File: src/rtl/multi_unit.sv
// multi_unit -- iterative unsigned 24x24 significand multiplier for the
// IEEE754 Multi stage. A one-cycle trigger in IDLE latches both operands,
// then a fixed-length shift-add loop builds the 48-bit product P. On
// completion the result {P[47:17], |P[16:0]} is registered and a one-cycle
// valid pulse is issued.
//
// Build option: define MULTI_UNIT_RADIX4_EN to consume two multiplier bits
// per cycle (12 iterations, result after edge T+13) instead of one
// (24 iterations, result after edge T+25). The result value is identical.
//
// Ports:
//   sys_clk         in   1   clock, rising edge
//   sys_rst         in   1   asynchronous active-high reset
//   mul_data1_in    in  32   multiplicand, bits [23:0] used
//   mul_data2_in    in  32   multiplier, bits [23:0] used
//   mul_trig_in     in   1   start pulse, sampled only in IDLE
//   mul_result_out  out 32   {P[47:17], sticky}, held until next completion
//   mul_result_vld  out  1   one-cycle pulse when mul_result_out updates
//   busy            out  1   high while the loop is running
module multi_unit (
  input  logic        sys_clk,
  input  logic        sys_rst,
  input  logic [31:0] mul_data1_in,
  input  logic [31:0] mul_data2_in,
  input  logic        mul_trig_in,
  output logic [31:0] mul_result_out,
  output logic        mul_result_vld,
  output logic        busy
);

  typedef enum logic {
    IDLE,
    CALC
  } state_t;

`ifdef MULTI_UNIT_RADIX4_EN
  localparam logic [4:0] LAST_CNT = 5'd12;
`else
  localparam logic [4:0] LAST_CNT = 5'd24;
`endif

  state_t      state;
  state_t      state_nxt;
  logic        start;
  logic        done;
  logic [23:0] a_q;
  logic [23:0] b_q;
  logic [47:0] acc;
  logic [47:0] addend;
  logic [4:0]  cnt;

`ifdef MULTI_UNIT_RADIX4_EN
  logic [25:0] a3_q;
  logic [25:0] pp;
`endif

  // Operand bits [31:24] are intentionally ignored.
  logic unused_upper;
  assign unused_upper = ^{mul_data1_in[31:24], mul_data2_in[31:24]};

  always_ff @(posedge sys_clk or posedge sys_rst) begin
    if (sys_rst) begin
      state <= IDLE;
    end else begin
      state <= state_nxt;
    end
  end

  // The loop finishes one edge after the last iteration so the registered
  // result is taken from the fully accumulated product.
  always_comb begin
    state_nxt = state;
    start     = 1'b0;
    done      = 1'b0;
    case (state)
      IDLE: begin
        if (mul_trig_in) begin
          start     = 1'b1;
          state_nxt = CALC;
        end
      end
      CALC: begin
        if (cnt == LAST_CNT) begin
          done      = 1'b1;
          state_nxt = IDLE;
        end
      end
      default: state_nxt = IDLE;
    endcase
  end

`ifdef MULTI_UNIT_RADIX4_EN
  always_comb begin
    pp     = '0;
    addend = '0;
    case (b_q[1:0])
      2'd1:    pp = {2'b00, a_q};
      2'd2:    pp = {1'b0, a_q, 1'b0};
      2'd3:    pp = a3_q;
      default: pp = '0;
    endcase
    addend = {22'd0, pp} << {cnt, 1'b0};
  end
`else
  always_comb begin
    addend = '0;
    if (b_q[0]) begin
      addend = {24'd0, a_q} << cnt;
    end
  end
`endif

  always_ff @(posedge sys_clk or posedge sys_rst) begin
    if (sys_rst) begin
      a_q            <= '0;
      b_q            <= '0;
      acc            <= '0;
      cnt            <= '0;
      mul_result_out <= '0;
      mul_result_vld <= 1'b0;
      busy           <= 1'b0;
`ifdef MULTI_UNIT_RADIX4_EN
      a3_q           <= '0;
`endif
    end else begin
      mul_result_vld <= done;
      busy           <= (state_nxt == CALC);
      if (start) begin
        a_q  <= mul_data1_in[23:0];
        b_q  <= mul_data2_in[23:0];
        acc  <= '0;
        cnt  <= '0;
`ifdef MULTI_UNIT_RADIX4_EN
        a3_q <= {2'b00, mul_data1_in[23:0]} + {1'b0, mul_data1_in[23:0], 1'b0};
`endif
      end else if (state == CALC && !done) begin
        acc <= acc + addend;
`ifdef MULTI_UNIT_RADIX4_EN
        b_q <= b_q >> 2;
`else
        b_q <= b_q >> 1;
`endif
        cnt <= cnt + 5'd1;
      end
      if (done) begin
        mul_result_out <= {acc[47:17], |acc[16:0]};
      end
    end
  end

endmodule
File: config.mk
export PLATFORM = sky130hd
export DESIGN_NAME = multi_unit
export DESIGN_NICKNAME = d
export VERILOG_FILES = /design/src/rtl/multi_unit.sv
export SDC_FILE = /design/constraint.sdc
export NUM_CORES = 1
export LEC_CHECK = 0
export ABC_AREA = 1
export CAP_MARGIN = 10
export CORE_MARGIN = 1.5
export CORE_UTILIZATION = 50
export DETAILED_ROUTE_END_ITERATION = 8
export PLACE_DENSITY = 0.72
export SLEW_MARGIN = 40
export SYNTH_ARGS = -nofsm -noshare
export SYNTH_HDL_FRONTEND = slang
export SYNTH_SLANG_ARGS = --single-unit
File: constraint.sdc
create_clock -name sys_clk -period 8.45 [get_ports sys_clk]
set_clock_uncertainty 0.1 [all_clocks]
set_input_delay 0.845 -clock sys_clk [delete_from_list [all_inputs] [get_ports sys_clk]]
set_output_delay 0.845 -clock sys_clk [all_outputs]
set_load 0.005 [all_outputs]
---- After elaboration in Yosys (flattened, before gate mapping) ----
Index checks and enable logic that the tools add are counted.
word-level totals
  register bits after elaboration ......... 135
  latch bits .............................. 0
  RAM bits ................................ 0
  bits in read-only memories .............. 0
  input port bits ......................... 67
  output and inout port bits .............. 34
  word-level logic and storage cells ...... 29
  memories kept ........................... 0
operators by class
  add/sub/neg operators ................... 2
  $mul .................................... 0
  div/mod/pow operators ................... 0
  $lt $le $gt $ge ......................... 0
  eq/ne operators ......................... 1
  shift-type cells ........................ 1
  multiplexer cells ....................... 13
  bitwise logic cells ..................... 1
  reduce and logical (&&, ||, !) cells .... 4
operator list
  cell                                                           number
  48-bit 2-to-1 mux                                              3
  48-bit adder                                                   1
  24-bit 2-to-1 mux                                              2
  24-bit by 5-bit left shift with 48-bit output                  1
  17-bit OR reduction                                            1
  5-bit 2-to-1 mux                                               2
  5-bit by 1-bit adder with 5-bit output, second input constant  1
  5-bit == test, second input constant                           1
  1-bit 2-to-1 mux                                               5
  1-bit one-hot mux with 2 select lines                          1
  2-bit nonzero test                                             1
  1-bit logical AND                                              1
  1-bit logical NOT                                              1
  1-bit NOT                                                      1

---- Logic depth before layout (Yosys ltp) ----
  depth in word-level cells ............... 7
  mapped depth ............................ 25
  depth with buffers taken out ............ 24

---- Least setup slack after synthesis ----
No wires, ideal clock.
  kind .................................... reg-to-reg
  start point ............................. reg cnt[0]
  end point ............................... reg acc[46]
  setup time .............................. 0.118 ns
  arrival time ............................ 2.586 ns
  data required time ...................... 8.232 ns
  setup slack ............................. 5.646 ns
  stages on the path, launching flop included .. 22
  buffers on the path ..................... 2
  period minus slack after synthesis ...... 2.804 ns
  cells stage by stage .................... dfrtp_1 -> buf_6 -> buf_6 -> nand2_2 -> o21ai_2 -> mux2i_1 -> mux2i_1 -> or2_1 -> nand3_1 -> o31ai_1 -> ha_1 -> nand2_1 -> nor2_1 -> nand2_1 -> nor2_1 -> inv_1 -> nor2_1 -> nand2_1 -> nand3_1 -> nand2_1 -> nand3_1 -> nand2_1
between the ends
  word-level cells in the longest chain between the ends .. 6
  elaborated cells between the ends (all ways) .. 11
  those cells by class .................... add/sub (1); eq/ne (1); shift (1); mux (5); reduce/logical (3)
RTL lines
  item                                                                  RTL line  source
  start: declaration                                                    50        logic [4:0] cnt;
  start signal: assignment                                              143       cnt <= cnt + 5'd1;
  parallel branches: the longest is 6 deep, another holds 48-bit adder  -
  end signal: assignment                                                137       acc <= acc + addend;
  end: declaration                                                      48        logic [47:0] acc;
Several ways; the timed one is not identified. The select of a mux whose other input is x is not followed.
A chain may end at the register's enable or synchronous reset.

---- Worst setup path after layout ----
  start point ............................. reg cnt[1]
  end point ............................... reg acc[35]
Same word-level chain as after synthesis.

==> qor.txt <==
Final Setup Violations -> 0
met1 Use GR -> 40.0%
met3 Use GR -> 4.27%
LEAKAGE -> 6.46 nW
Initial DRC Count -> 740
Sink Count -> 135
layout cells sized above 1 -> 5.45%
DR DRC count -> 0
EDFF count, synth -> 0
Top Usage Layer GRT -> met2
Synth area leader -> dfrtp_1
Netlist Area Pre-Place -> 10,800 um^2
die height -> 150 um
Yosys reg bits -> 135
Int Pwr -> 2.53 mW
core area -> 21,100 um^2
GR Util met2 -> 49.0%
Worst-path clk slew -> 0.06 ns
Critical Path RT -> 8.67 ns
R2R setup slack -> 4.07 ns
CTS tree -> yes
syn nets -> 1,814
crit share post-route -> 51.9%
cells resized by post-CTS repair -> 0
row count -> 53
P_sw -> 2.92 mW
minimum clock period -> 4.38 ns
measured slew at the worst slew-check pin -> 0.836 ns
Syn. warnings -> 0
Netlist cell types -> 50
hold path endpoint -> mul_result_out[29]
area share of the largest cell type after synthesis -> 31.3%
pre-CTS setup slack -> 4.23 ns
Longest Clk Path Bufs -> 2
worst min path class -> flip-flop to flip-flop
Pre-antenna DRT Iters -> 6
worst reg2reg startpoint -> cnt[1]
fin. max-slew vios -> 0
peak supply drop -> 0.179 mV
per-cell routed wire length -> 16.0 um
Data arrival, critical path -> 4.61 ns
Relative slew margins -> 44.3%
sw frac -> 53.6%
max-cap violation count -> 0
final worst slack -> 4.07 ns
HPWL Detailed -> 25,400 um
worst-path fanout max -> 29
post-CTS setup buffers -> 0
Clock Power Share -> 14.0%
Pwr Density -> 443 nW/um^2
number of antenna diodes -> 0
Crit Path Category -> flip-flop to flip-flop
combinational share of power -> 64.4%
Die ar. -> 22,500 um^2
RR Endpoint -> acc[35]
initial antenna violation count -> 0
Fin. Hold Viols -> 0
hold buffer count at CTS -> 0
post-synthesis sequential area ratio -> 31.3%
Die Wd -> 150 um
Core Util, Final -> 58.4%
first-pass GRT wire length -> 51,600 um
RSZ-0062 raised after global routing -> false
largest net degree at the start of global routing -> 88
ANT nets after route -> 0
sequential group share of total power -> 21.6%
most common library cells after synthesis -> nand2_1, inv_1, dfrtp_1, nor2_1, nand3_1
Reg2Reg Depth -> 15
gp weighted congestion -> 0.983
Critical Path Source Type -> flip-flop
IO Count -> 101
H-tree levels -> 4
status -> finished, final reports clean
Sum Neg Setup Slack -> 0 ns
area grow syn2layout -> 14.0%
remaining global-route overflow -> 0
total number of vias -> 10,800
vias in the first global route -> 10,100
Hold Path Depth -> 2
most common cell in the netlist -> nand2_1
Crit. End Element -> flip-flop
syn_area_per_cell -> 6.37 um^2
Final Non-Filler Cells -> 2,038
FFs w/ async S/R, synth -> 100%
port bufs -> 84
Post-Route WL -> 32,700 um
GRT Total Usage -> 30.2%
synth top area cells -> dfrtp_1, nand2_1, inv_1, ha_1, nand3_1
mean number of vias per cell -> 5.32
clock latency at the later pin of the worst-skew pair -> 0.44 ns
worst hold start -> mul_result_out[29]
nets@finish -> 1,867
Top FF cell, synth -> dfrtp_1
fillers -> 2,131
Inserted Clock Buffers -> 17
post-synthesis cell count -> 1,697
Initial Utilization -> 51.2%
placed cells -> 2,006
Highest Clock Rate -> 228 MHz
CTS root buf -> clkbuf_16
[power groups by stage]
stage | registers [mW] | logic [mW] | clock network [mW]
detailed placement | 1.18 | 3.45 | 0
global placement | 1.18 | 3.40 | 0
finish | 1.18 | 3.51 | 0.763
CTS | 1.18 | 3.47 | 0.769
floorplan | 1.10 | 2.58 | 0
global route | 1.21 | 3.92 | 0.803
[layout by cell type, fill, tap and decap left out, types with 3 or more instances in the layout]
master | Yosys | routed
nand2_1 | 667 | 667
inv_1 | 232 | 231
dfrtp_1 | 135 | 135
nor2_1 | 110 | 110
nand3_1 | 89 | 89
clkdlybuf4s50_1 | 0 | 84
o21ai_1 | 67 | 67
o21ai_0 | 65 | 65
a21oi_1 | 54 | 54
ha_1 | 49 | 49
o221ai_1 | 23 | 23
clkbuf_16 | 0 | 17
nand2_2 | 15 | 15
nand4_1 | 14 | 14
or2_1 | 13 | 13
inv_2 | 11 | 11
nor3_1 | 11 | 11
mux2i_1 | 11 | 11
nor2_2 | 8 | 8
o22ai_1 | 7 | 7
o21bai_1 | 6 | 6
nand3b_1 | 6 | 6
nor4_1 | 5 | 5
o31ai_1 | 5 | 5
inv_8 | 0 | 5
inv_6 | 0 | 5
buf_4 | 3 | 5
o21ai_2 | 4 | 4
clkinvlp_4 | 0 | 4
nor3_2 | 3 | 3
nor2_4 | 3 | 3
and2_1 | 3 | 3
or2_2 | 3 | 3
a32o_1 | 3 | 3
[layer usage]
metal	wire length, um	vias up
met5	0	-
met4	1170	0
met3	1750	69
met2	15100	334
met1	14700	4952
li1	-	5494
[final cells by class]
class                      count  area, um^2  area share [%]
multi-input combinational   1263        6210            50.4
sequential                   135        3380            27.4
inverter                     244         926            7.52
timing repair buffer          89         878            7.13
clock buffer                  17         425            3.45
tap                          275         344            2.79
clock inverter                15         158            1.28
[logic make-up (layout without fill, tap and decap cells)]
| group | Yosys count | after routing | synth area share (%) |
|---|---|---|---|
| XOR/XNOR | 2 | 2 | 0.162 |
| adder cells (fa/ha/maj) | 50 | 50 | 5.86 |
| AND/OR/NAND/NOR | 958 | 958 | 37.3 |
| multiplexers | 12 | 12 | 1.23 |
| AO/OA/AOI/OAI | 241 | 241 | 12.9 |
| buffers and inverters | 299 | 365 | 11.3 |
| flip-flops | 135 | 135 | 31.3 |
[worst max-delay path: stages (launching register included)]
cell	delay, ns
dfrtp_1	0.88
inv_2	0.41
o21ai_1	0.32
o21ai_0	0.15
o21ai_0	0.47
o22ai_1	0.26
ha_1	0.45
nand2_1	0.13
nor2_1	0.18
inv_1	0.11
nor4_1	0.32
nand2_1	0.13
nand2_1	0.07
nand2_1	0.05
nand3_1	0.16
nand2_1	0.07
[worst max-delay path by stage]
| stage | start | to | slack (ns) | cells after the start |
|---|---|---|---|---|
| 3_3_place_gp | cnt[1] | acc[40] | 4.28 | 19 |
| 5_1_grt | cnt[1] | acc[44] | 3.77 | 19 |
| 3_5_place_dp | cnt[1] | acc[46] | 4.23 | 19 |
| 4_1_cts | cnt[1] | acc[46] | 4.20 | 19 |
| 6_report | cnt[1] | acc[35] | 4.07 | 15 |
| 2_1_floorplan | sys_rst | a_q[0] | 3.89 | 1 |
[stage by stage]
| stage | instance area, um^2 | hold WS (ns) | total power [mW] |
|---|---|---|---|
| after global routing | 12300 | 0.379 | 5.94 |
| after floorplan | 10800 | 0.365 | 3.68 |
| final | 12300 | 0.367 | 5.45 |
| after CTS | 12300 | 0.373 | 5.41 |
| after detailed placement | 11700 | 0.357 | 4.64 |
| after global placement | 11700 | 0.353 | 4.58 |
[registers in the layout, indices dropped and copies added, names as in the netlist]
register and cells:
a_q 24, mul_result_out 32, mul_result_vld 1, cnt 5, b_q 24, acc 48
busy 1
(Power assumes the default switching activity.)
